--- config.mk ---
export PLATFORM = sky130hd
export DESIGN_NAME = rd_port_arbiter_flat
export DESIGN_NICKNAME = d
export VERILOG_FILES = /design/src/rtl/rd_port_arbiter_if.sv /design/src/rtl/rd_port_arbiter.sv /design/src/flat_wrapper.sv
export SDC_FILE = /design/constraint.sdc
export NUM_CORES = 1
export LEC_CHECK = 0
export ABC_AREA = 0
export CORE_ASPECT_RATIO = 2
export CORE_MARGIN = 2
export CORE_UTILIZATION = 32
export CTS_BUF_LIST = sky130_fd_sc_hd__clkbuf_16
export DETAILED_ROUTE_END_ITERATION = 7
export GPL_TIMING_DRIVEN = 1
export PLACE_DENSITY = 0.78
export SYNTH_ARGS = -nofsm -noshare
export SYNTH_HDL_FRONTEND = slang
export SYNTH_SLANG_ARGS = --single-unit
export TNS_END_PERCENT = 50
--- constraint.sdc ---
create_clock -name clk -period 1.34 [get_ports clk]
set_input_delay 0.201 -clock clk [delete_from_list [all_inputs] [get_ports clk]]
set_output_delay 0.201 -clock clk [all_outputs]
set_load 0.02 [all_outputs]
--- src/rtl/rd_port_arbiter_if.sv ---
// rd_port_arbiter_if: bundles the requester-side (s_*) and memory-side (m_*) burst-read signals; master = arbiter view, slave = requester/memory environment view
interface rd_port_arbiter_if #(
  parameter int DW = 32,
  parameter int AW = 32,
  parameter int NREQ = 2
);
  logic [NREQ-1:0][AW-1:0] s_araddr;
  logic [NREQ-1:0][3:0] s_arburst;
  logic [NREQ-1:0] s_arvalid;
  logic [NREQ-1:0] s_arready;
  logic [DW-1:0] s_rdata;
  logic [NREQ-1:0] s_rvalid;
  logic [NREQ-1:0] s_rlast;
  logic [AW-1:0] m_araddr;
  logic [3:0] m_arburst;
  logic m_arvalid;
  logic m_arready;
  logic [DW-1:0] m_rdata;
  logic m_rvalid;
  logic m_rlast;
  modport master (
    input s_araddr, s_arburst, s_arvalid, m_arready, m_rdata, m_rvalid, m_rlast,
    output s_arready, s_rdata, s_rvalid, s_rlast, m_araddr, m_arburst, m_arvalid
  );
  modport slave (
    output s_araddr, s_arburst, s_arvalid, m_arready, m_rdata, m_rvalid, m_rlast,
    input s_arready, s_rdata, s_rvalid, s_rlast, m_araddr, m_arburst, m_arvalid
  );
endinterface

--- src/rtl/rd_port_arbiter.sv ---
// rd_port_arbiter: round-robin one-burst-at-a-time sharing of a burst-read port; ports clk, rst_n, bus (rd_port_arbiter_if.master), grant, busy, len_err, stray_r
module rd_port_arbiter #(
  parameter int DW = 32,
  parameter int AW = 32,
  parameter int NREQ = 2,
  parameter int GW = (NREQ > 1) ? $clog2(NREQ) : 1
) (
  input  logic clk,
  input  logic rst_n,
  rd_port_arbiter_if.master bus,
  output logic [GW-1:0] grant,
  output logic busy,
  output logic len_err,
  output logic stray_r
);
  typedef enum logic [1:0] {IDLE, ADDR, DATA} state_t;
  state_t state, state_nx;
  logic [GW-1:0] last_grant, pick;
  logic found;
  logic [4:0] beat_cnt;
  always_comb begin
    pick = last_grant;
    found = 1'b0;
    for (int i = 1; i <= NREQ; i++)
      if (!found && bus.s_arvalid[(int'(last_grant) + i) % NREQ]) begin
        pick = GW'((int'(last_grant) + i) % NREQ);
        found = 1'b1;
      end
  end
  always_comb begin
    state_nx = state == IDLE ? (found ? ADDR : IDLE) :
               state == ADDR ? (bus.m_arready ? DATA : ADDR) :
               (bus.m_rvalid && bus.m_rlast ? IDLE : DATA);
    bus.s_arready = '0;
    bus.s_rvalid = '0;
    bus.s_rlast = '0;
    if (state == ADDR) bus.s_arready[grant] = bus.m_arready;
    if (state == DATA) begin
      bus.s_rvalid[grant] = bus.m_rvalid;
      bus.s_rlast[grant] = bus.m_rlast;
    end
  end
  assign bus.m_arvalid = state == ADDR;
  assign bus.s_rdata = DW'(bus.m_rdata);
  assign busy = state != IDLE;
  always_ff @(posedge clk) begin
    if (!rst_n) begin
      state <= IDLE;
      last_grant <= GW'(NREQ - 1);
      grant <= '0;
      beat_cnt <= '0;
      len_err <= 1'b0;
      stray_r <= 1'b0;
      bus.m_araddr <= AW'(0);
      bus.m_arburst <= '0;
    end else begin
      state <= state_nx;
      len_err <= 1'b0;
      if (bus.m_rvalid && state != DATA) stray_r <= 1'b1;
      if (state == IDLE && found) begin
        grant <= pick;
        bus.m_araddr <= bus.s_araddr[pick];
        bus.m_arburst <= bus.s_arburst[pick];
      end
      if (state == ADDR && bus.m_arready) beat_cnt <= '0;
      if (state == DATA && bus.m_rvalid) begin
        beat_cnt <= beat_cnt == 5'd16 ? beat_cnt : beat_cnt + 5'd1;
        if (bus.m_rlast) begin
          last_grant <= grant;
          len_err <= (beat_cnt + 5'd1) != ({1'b0, bus.m_arburst} + 5'd1);
        end
      end
    end
  end
endmodule
--- src/flat_wrapper.sv ---
// flat-port wrapper written by rule: the top's interface ports become plain ports
module rd_port_arbiter_flat 
#(
  parameter int DW = 32,
  parameter int AW = 32,
  parameter int NREQ = 2,
  parameter int GW = (NREQ > 1) ? $clog2(NREQ) : 1
)
  (clk, rst_n, grant, busy, len_err, stray_r, bus_s_araddr, bus_s_arburst, bus_s_arvalid, bus_m_arready, bus_m_rdata, bus_m_rvalid, bus_m_rlast, bus_s_arready, bus_s_rdata, bus_s_rvalid, bus_s_rlast, bus_m_araddr, bus_m_arburst, bus_m_arvalid);
  rd_port_arbiter_if #(.DW(DW), .AW(AW), .NREQ(NREQ)) bus_i ();
  input  logic clk;
  input  logic rst_n;
  output logic [GW-1:0] grant;
  output logic busy;
  output logic len_err;
  output logic stray_r;
  input wire logic [$bits(bus_i.s_araddr)-1:0] bus_s_araddr;
  input wire logic [$bits(bus_i.s_arburst)-1:0] bus_s_arburst;
  input wire logic [$bits(bus_i.s_arvalid)-1:0] bus_s_arvalid;
  input wire logic [$bits(bus_i.m_arready)-1:0] bus_m_arready;
  input wire logic [$bits(bus_i.m_rdata)-1:0] bus_m_rdata;
  input wire logic [$bits(bus_i.m_rvalid)-1:0] bus_m_rvalid;
  input wire logic [$bits(bus_i.m_rlast)-1:0] bus_m_rlast;
  output wire logic [$bits(bus_i.s_arready)-1:0] bus_s_arready;
  output wire logic [$bits(bus_i.s_rdata)-1:0] bus_s_rdata;
  output wire logic [$bits(bus_i.s_rvalid)-1:0] bus_s_rvalid;
  output wire logic [$bits(bus_i.s_rlast)-1:0] bus_s_rlast;
  output wire logic [$bits(bus_i.m_araddr)-1:0] bus_m_araddr;
  output wire logic [$bits(bus_i.m_arburst)-1:0] bus_m_arburst;
  output wire logic [$bits(bus_i.m_arvalid)-1:0] bus_m_arvalid;
  assign bus_i.s_araddr = bus_s_araddr;
  assign bus_i.s_arburst = bus_s_arburst;
  assign bus_i.s_arvalid = bus_s_arvalid;
  assign bus_i.m_arready = bus_m_arready;
  assign bus_i.m_rdata = bus_m_rdata;
  assign bus_i.m_rvalid = bus_m_rvalid;
  assign bus_i.m_rlast = bus_m_rlast;
  assign bus_s_arready = bus_i.s_arready;
  assign bus_s_rdata = bus_i.s_rdata;
  assign bus_s_rvalid = bus_i.s_rvalid;
  assign bus_s_rlast = bus_i.s_rlast;
  assign bus_m_araddr = bus_i.m_araddr;
  assign bus_m_arburst = bus_i.m_arburst;
  assign bus_m_arvalid = bus_i.m_arvalid;
  rd_port_arbiter #(.DW(DW), .AW(AW), .NREQ(NREQ), .GW(GW)) u_core (.clk(clk), .rst_n(rst_n), .bus(bus_i), .grant(grant), .busy(busy), .len_err(len_err), .stray_r(stray_r));
endmodule
Word-level counts from Yosys, hierarchy flattened
Cells that the tools add are included.
- bits in registers: 47
- output and inout port bits: 79
- input port bits: 111
- word-level logic and storage cells: 69
- $add $sub $neg: 4
- bitwise operators: 5
- order comparisons: 5
- mux-type cells: 27
- equality and inequality tests: 6
- reduce and logical (&&, ||, !) cells: 14
- operators by type and width (operator ; number):
    2-to-1 mux 32 bit ; 2
    2-to-1 mux 5 bit ; 3
    2-to-1 mux 2 bit ; 7
    2-to-1 mux 1 bit ; 12
    2-to-1 mux 4 bit ; 2
    logical AND 1 bit ; 7
    bitwise AND 2 bit ; 3
    < comparator 2 x 3 -> 1 bit, second input constant ; 2
    adder 4 x 1 -> 5 bit, second input constant ; 1
    adder 5 x 1 -> 5 bit, second input constant ; 1
    equality test 5 bit, second input constant ; 1
    inequality test 5 bit ; 1
    < comparator 1 x 2 -> 1 bit, second input constant ; 2
    inequality test 2 bit, second input constant ; 2
    AND reduction 2 bit ; 2
    nonzero test 2 bit ; 2
    AND reduction 3 bit ; 1
    adder 1 bit, second input constant ; 2
    bitwise AND 1 bit, first input constant ; 2
    equality test 2 x 1 -> 1 bit, second input constant ; 1
    equality test 2 bit, second input constant ; 1
    logical NOT 2 bit ; 1
    demux 1 bit (select 1 bit) ; 1
    greater-or-equal comparator 1 bit, second input constant ; 1
    logical NOT 1 bit ; 1

Depth between registers and ports, before layout
Gate-level depths: netlist (run 1).
- word-level depth: 11
- mapped depth: 6
- mapped depth without buffers: 6

Least setup slack after synthesis (run 1)
OpenSTA, ideal clock, no wires.
- path type: reg2out
- from: register u_core.state[0]
- to: output port bus_s_arready[0]
- slack: -0.173 ns
- required time: 1.139 ns
- buffers on the path: 0
- stages on the path, launching flop included: 4
- data arrival time: 1.312 ns
- path through: dfxtp_1 > nor2b_1 > nand2_1 > nor2_1
- cells in the longest elaborated chain, start to end: 2
- ends and longest elaborated chain (element ; RTL line ; RTL):
    start: declaration ; rd_port_arbiter.sv:17 ; state_t state, state_nx;
    start signal: assignment ; rd_port_arbiter.sv:57 ; state <= state_nx;
    equality test 2 x 1 -> 1 bit ; - ;
    net bus_m_arvalid ; flat_wrapper.sv:30 ; output wire logic [$bits(bus_i.m_arvalid)-1:0] bus_m_arvalid;
    2-to-1 mux 2 bit ; rd_port_arbiter.sv:37 ; if (state == ADDR) bus.s_arready[grant] = bus.m_arready;
    end: declaration ; flat_wrapper.sv:24 ; output wire logic [$bits(bus_i.s_arready)-1:0] bus_s_arready;
The timed path passes the listed nets, and every way through them passes these cells.

Final worst setup path (run 1)
- from: register u_core.state[0]
- to: register u_core.bus.m_araddr[21]
- cells in the longest elaborated chain, start to end: 2
- ends and longest elaborated chain (element ; RTL line ; RTL):
    logical NOT 2 bit ; rd_port_arbiter.sv:60 ; if (state == IDLE && found) begin
    logical AND 1 bit ; rd_port_arbiter.sv:60 ;
    end signal: assignment ; rd_port_arbiter.sv:62 ; bus.m_araddr <= bus.s_araddr[pick];
    end: declaration ; rd_port_arbiter_if.sv:23 ; output s_arready, s_rdata, s_rvalid, s_rlast, m_araddr, m_arburst, m_arvalid
No other way between the ends.
A chain may end at the register's enable or synchronous reset.

==> run metrics, run 1 <==
DR vias/cell=4.891; Worst setup EP type=flip-flop; Tcrit/Tclk final=1.064; Yosys Warn Count=0; synth top area cells=dfxtp_1 35%, a211oi_2 14%, mux2i_1 13%; max-cap viol count=0; CP cell instances=or2_4 > nor2_4 > buf_12 > buf_6 > clkbuf_16 > buf_6 > a211oi_2; Hold Crit Start=bus_m_rdata[12]; largest net degree at the start of global routing=23; distinct cell type count after synthesis=31; Max Slew Vio Count=0; CP max-delay cell=dfxtp_2; Core ar.=0.008174 sq mm; GRT overflow=0; P&R area growth vs syn=72.63%; max incr delay on CP=0.34 ns; Pwr Total=between 0.004 and 0.005 W; Ports=190; sequential power share=0.349; grt met2 use=0.3515; TNS Setup=-0.8563 ns; cell repeated most along the worst path=buf_6; first-pass GRT wire length=about 12000 um; CTS tree=yes; die area=between 0.009 and 0.01 sq mm; Crit path required time=roughly 1.5 ns; worst-path maximum fanout=9; combinational fraction of design power=0.395; initial antenna violation count=0; Net Switching=0.001475 W; Sw Ratio=0.3131; Reg clk slew, reported paths=approximately 0.06 ns; dpl cells=slightly below 500; n_diodes=0; Max Buffers Root-to-Sink=2; Synth Instances=274; Die X=between 60 and 70 um; worst ir drop on vdd=about 0.00054 V; slew margin rel.=0.8227; Post-CTS Hold Buffers=0; final-report setup violation count=27; outcome=finished with violations; Max Freq=about 700 MHz; Hold WC Path Type=input port to output port; Port Buffers=~130; Initial Util=0.3277; crit path launch type=flip-flop; final std cells w/o fill=about 510; top cell type's share of synthesized area=0.3512; fin worst setup slack=-0.08539 ns; P_leak=between 1.5 and 2 nW; GPL Wtd Cong=slightly below 0.8; drt initial violations=approximately 100; Clock Sinks=47; Die H=between 100 and 150 um; Power Dens Cells=between 1000 and 1500 mW/mm^2; M3 GR Usage=0.02956; grt peak-use layer=met2; Synth Cell Area=0.002679 sq mm; Synth area leader=dfxtp_1; unrepaired setup endpoints after global routing=yes; DR DRC count=0; antenna viol nets, final=0; Final #Nets=529; flop and latch count out of synthesis=47; CTS buffer count=5; Row Count=47; Mapped Nets=around 390; share of cells above drive strength 1=0.3654; Crit Path Category=flip-flop to flip-flop; via total after detailed routing=about 2500; Critical Path Source=u_core.state[0]$_SDFF_PN0_; r2r startpoint=u_core.state[0]$_SDFF_PN0_; skew final=0.002745 ns; detailed-placement wirelength estimate=5821 um; Seq/Total Area, Yosys=0.3512; Root Driver=clkbuf_16; internal power=0.003236 W; gr usage total=0.1799; Crit path buffers/inverters=4; met1 usage=0.1603; Routed wire per std cell=~17 um; First-pass DRT Iterations=4; failing checks=negative setup slack; H-tree depth=2; Syn Area/Cell=a little under 10 sq um; clock power share=0.256; final WL=roughly 8600 um; delay-heaviest family, CP=buffers and inverters; vias in the first global route=2584; Tmin final=approximately 1.4 ns; Clock Latency Late Sink=around 0.29 ns; worst slew pin tran=roughly 0.27 ns; Critical Path AT=approximately 1.6 ns; final hold violation count=0
## cells by family after synthesis
kind of cell,synth area share
buffers and inverters,0.1462
muxes,0.1387
and+or+nand+nor,0.1308
DFF,0.3512
xor gates and xnor gates,0.03550
adders and majority gates,0.01401
AOI/OAI and AO/OA,0.1836
## cells in the mapped netlist
cell	count
dfxtp_1	47
nor2_1	45
mux2i_1	36
buf_4	35
a211oi_2	30
nand2_1	9
buf_6	8
nand3_1	7
a211oi_1	6
a21oi_1	6
nand3b_1	6
xnor2_1	5
clkbuf_1	4
inv_1	4
xor2_1	4
ha_1	3
nor2b_1	3
a31oi_1	2
nor3_1	2
a311oi_1	1
and4bb_2	1
buf_2	1
inv_2	1
mux2_2	1
nor2_2	1
nor2_4	1
o211ai_1	1
o21a_1	1
o21ai_1	1
or2_4	1
xnor2_2	1
## per-stage QoR
stage / hold slack [ns] / util / worst slack (ns) / instance area, sq um
floorplan: 0.2899 / - / -0.007461 / 2689
global placement: 0.4021 / 0.4892 / -0.3758 / 3999
detailed placement: 0.4021 / 0.4892 / -0.3896 / 3999
CTS: 0.4021 / 0.5308 / -0.1037 / 4339
global route: 0.4020 / 0.5657 / -0.1247 / 4624
finish: 0.4020 / 0.5657 / -0.08539 / 4624
## routing by layer
layer / part of all wire / up-vias
li1: - / 1203
met1: 0.32 / 1181
met2: 0.57 / 87
met3: 0.062 / 43
met4: 0.042 / 0
met5: 0 / -
## layout make-up
type	count	area (sq um)
Tap cell	98	122.6
Clock inverter	3	12.51
Inverter	5	21.27
Clock buffer	5	125.1
Fill cell	707	3550
Sequential cell	47	962.2
Multi-Input combinational cell	175	1533
Timing Repair Buffer	181	1848
## sequential cells by signal (all words and copies together), names as in the netlist
| register | count |
|---|---|
| u_core.len_err | 1 |
| u_core.bus.m_araddr | 32 |
| u_core.last_grant | 1 |
| u_core.bus.m_arburst | 4 |
| u_core.beat_cnt | 5 |
| u_core.state | 2 |
| u_core.stray_r | 1 |
| u_core.grant | 1 |
## final timing paths
kind	to	slack, ns	cells after the start
max	u_core.bus.m_araddr[21]$_SDFFE_PN0P_	-0.09	7
min	bus_s_rdata[12]	0.40	0
max reg2reg	u_core.bus.m_araddr[21]$_SDFFE_PN0P_	-0.09	7
min reg2reg	u_core.stray_r$_SDFFE_PN0P_	0.48	1
## what timing repair did
item | in CTS | in global routing
endpoints found under the setup margin | 88 | 50
gates resized for setup | 103 | 58
cloned | 3 | 4
buffers inserted | 13 | 6
pin swaps | 14 | 28
## power by group through the flow
| stage | Clock (W) | Sequential (W) | Combinational, W |
|---|---|---|---|
| 2_1_floorplan | 0 | 0.00184 | 0.000773 |
| 3_3_place_gp | 0 | 0.00167 | 0.00154 |
| 3_5_place_dp | 0 | 0.00167 | 0.00157 |
| 4_1_cts | 0.00123 | 0.00164 | 0.00171 |
| 5_1_grt | 0.00127 | 0.00166 | 0.00199 |
| 6_report | 0.00120 | 0.00165 | 0.00186 |
## layout by cell type (no fill, tap or decap), types with 2 or more instances in the layout
master,netlist,layout
nand2_1,9,8
buf_4,35,33
a21oi_1,6,6
buf_16,0,2
a211oi_2,30,35
dlygate4sd2_1,0,41
nor2_4,1,5
nand3_1,7,5
buf_12,0,6
a31oi_1,2,2
nand3_2,0,2
xnor2_1,5,5
buf_8,0,3
xor2_1,4,3
inv_2,1,2
mux2i_1,36,29
clkdlybuf4s50_1,0,76
dfxtp_4,0,4
mux2i_2,0,7
inv_1,4,4
dfxtp_1,47,38
nand3b_1,6,6
nor2_2,1,8
buf_6,8,16
nor2_1,45,35
clkbuf_16,0,8
dfxtp_2,0,5
ha_4,0,3
## worst register-to-register path, delay by kind of cell, from the launching register on
| kind | cells | cell delay [ns] |
|---|---|---|
| AOI/OAI and AO/OA | 1 | 0.05 |
| buffers and inverters | 4 | 0.54 |
| DFF | 1 | 0.34 |
| and+or+nand+nor | 2 | 0.38 |
(Power assumes the default switching activity.)
==> inputs of run 2 (changes only) <==
- HOLD_SLACK_MARGIN: not set -> 0.08
- REMOVE_ABC_BUFFERS: not set -> 1
==> run 2 against run 1 <==
Net effect: the run still ends with negative setup slack left; sequential power about the same; combinational power about the same; via count decreased by 3.3%; register-to-register slack worse by 0.04 ns; global-route usage grew 3.1 points; total power grew 0.19%.
==> run metrics, run 2 (synthesis gave the netlist of run 1 again) <==
unrepaired setup endpoints after global routing=yes; Post-CTS Hold Buffers=0; commonest non-fill, non-tap cell in the layout=clkdlybuf4s50_1; n_diodes=0; outcome=finished with violations; skew final=between 0.008 and 0.009 ns; multi-input gate area in the final layout=approximately 0.0016 sq mm; R2R cell count=7; M1 WL=about 2600 um; DR DRC count=0; P&R area growth vs syn=72.12%; final std cells w/o fill=roughly 500; Initial Util=0.3277; Row Count=47; largest net degree at the start of global routing=23; slew margin rel.=0.8331; Max Slew Vio Count=0; Core ar.=0.008174 sq mm; Hold Crit Start=bus_m_rdata[8]; Die X=between 60 and 70 um; P_leak=roughly 2 nW; gr usage total=0.2105; share of cells above drive strength 1=0.3499; worst slew pin tran=0.2434 ns; max-cap viol count=0; Crit Path Category=flip-flop to flip-flop; initial antenna violation count=0; Ports=between 150 and 200; antenna viol nets, final=0; via total after detailed routing=2430; Critical Path Source=u_core.state[1]$_SDFF_PP0_; worst-path maximum fanout=8; Final #Nets=between 500 and 600; Tmin final=1.465 ns; Pwr Total=0.004720 W; vias in the first global route=between 2000 and 3000; CTS tree=yes; die area=approximately 0.0092 sq mm; Clock Latency Late Sink=just under 0.3 ns; Highest Signal Layer=met4; detailed-placement wirelength estimate=roughly 7400 um; CTS buffer count=5; final core utilization=0.5641; dpl cells=472; flop2flop setup slack=-0.13 ns; Min-Delay Endpoint=bus_s_rdata[8]; Worst setup EP type=flip-flop; final-report setup violation count=44; routed length on met2=between 5000 and 6000 um; final WL=9827 um; final hold violation count=0; post-route cell area=about 0.0046 sq mm; Crit path required time=1.51 ns; Tcrit/Tclk final=1.093; GRT overflow=0; dpl ws=-0.4625 ns; Clock Sinks=47; Hold WC Path Type=input port to output port; Max Freq=a little under 700 MHz; failing checks=negative setup slack; Reg clk slew, reported paths=0.07 ns; routed wl met3=~1500 um; drt initial violations=33; DR vias/cell=4.850; Post-Place Cell Area=roughly 0.004 sq mm; first-pass GRT wire length=approximately 14000 um; GPL Wtd Cong=about 0.8; Hold Crit Depth=0; worst reg2reg endpoint=u_core.bus.m_araddr[22]$_SDFFE_PN0P_; Power Dens Cells=1024 mW/mm^2; Routed wire per std cell=19.61 um; fin worst setup slack=-0.1253 ns; Reg area=957.2 sq um; max reg flops=32; Port Buffers=between 100 and 150; Max Buffers Root-to-Sink=2; Root Driver=clkbuf_16; H-tree depth=2; commonest non-fill, non-tap cells in the layout=77 x clkdlybuf4s50_1, 40 x dfxtp_1, 39 x dlygate4sd2_1; Die H=between 100 and 150 um; top flop regs=u_core.bus.m_araddr: 32 flops, u_core.beat_cnt: 5 flops, u_core.bus.m_arburst: 4 flops; worst ir drop on vdd=between 0.0005 and 0.0006 V; First-pass DRT Iterations=4; crit path launch type=flip-flop; most flop-heavy register=u_core.bus.m_araddr; Critical Path AT=between 1.5 and 2 ns; fillcell total=between 700 and 800; r2r startpoint=u_core.state[1]$_SDFF_PP0_
==> run 2: cell types whose count changed in the layout (fill, tap and decap cells not counted), sizes merged <==
cell / before / now
nor2: 48 / 47
clkdlybuf4s50: 76 / 77
inv: 7 / 5
clkdlybuf4s15: 0 / 1
dlygate4sd2: 41 / 39
clkbuf: 8 / 6
clkinvlp: 0 / 2
buf: 61 / 51
==> run 2: worst max path at each step <==
stage	end	slack, ns	cells past startpoint
2_1_floorplan	u_core.bus.m_araddr[0]$_SDFFE_PN0P_	-1.95	3
5_1_grt	u_core.bus.m_araddr[21]$_SDFFE_PN0P_	-0.18	7
4_1_cts	u_core.bus.m_arburst[0]$_SDFFE_PN0P_	-0.15	8
3_3_place_gp	bus_s_rvalid[1]	-0.46	4
3_5_place_dp	bus_s_rvalid[0]	-0.46	4
6_report	u_core.bus.m_araddr[22]$_SDFFE_PN0P_	-0.13	7
==> run 2: worst max-delay path, stage by stage, from the launching register on <==
cell      delay, ns
dfxtp_2        0.34
buf_6          0.11
or2_4          0.24
nor2_4         0.15
buf_12         0.16
buf_6          0.14
buf_16         0.13
a211oi_2       0.06
==> run 2: power breakdown <==
group / switching (W) / leakage [nW] / total (W) / internal [W]
Clock: 0.000540 / 0.0658 / 0.00123 / 0.000688
Sequential: 0.000103 / 0.393 / 0.00165 / 0.00155
Combinational: 0.000850 / 1.49 / 0.00184 / 0.000989
Total: 0.00149 / 1.95 / 0.00472 / 0.00323
==> run 2: layout make-up <==
| class | count | area share |
|---|---|---|
| sequential | 47 | 0.2076 |
| clock buffer | 5 | 0.02714 |
| multi-input combinational | 174 | 0.3406 |
| tap | 98 | 0.02659 |
| timing repair buffer | 169 | 0.3886 |
| clock inverter | 3 | 0.004342 |
| inverter | 5 | 0.005156 |
==> run 2: layer usage <==
layer / global-route usage / vias up
met5: 0 / -
met4: 0.05773 / 0
met3: 0.1351 / 12
met2: 0.3990 / 109
met1: 0.1627 / 1132
li1: - / 1177
==> run 2: timing repair <==
action                                  4_1_cts  5_1_grt
cloned                                        6        1
setup buffers                                13        3
gates resized for setup                     121       44
pin swaps                                    22       20
endpoints found under the setup margin       91       54
==> run 2: per-stage QoR <==
stage | TNS [ns] | hold slack [ns]
after CTS | -3.927 | 0.3806
final | -4.315 | 0.4021
after global placement | -15.96 | 0.4024
after detailed placement | -17.48 | 0.4024
after global routing | -6.723 | 0.4021
after floorplan | -73.07 | 0.2899
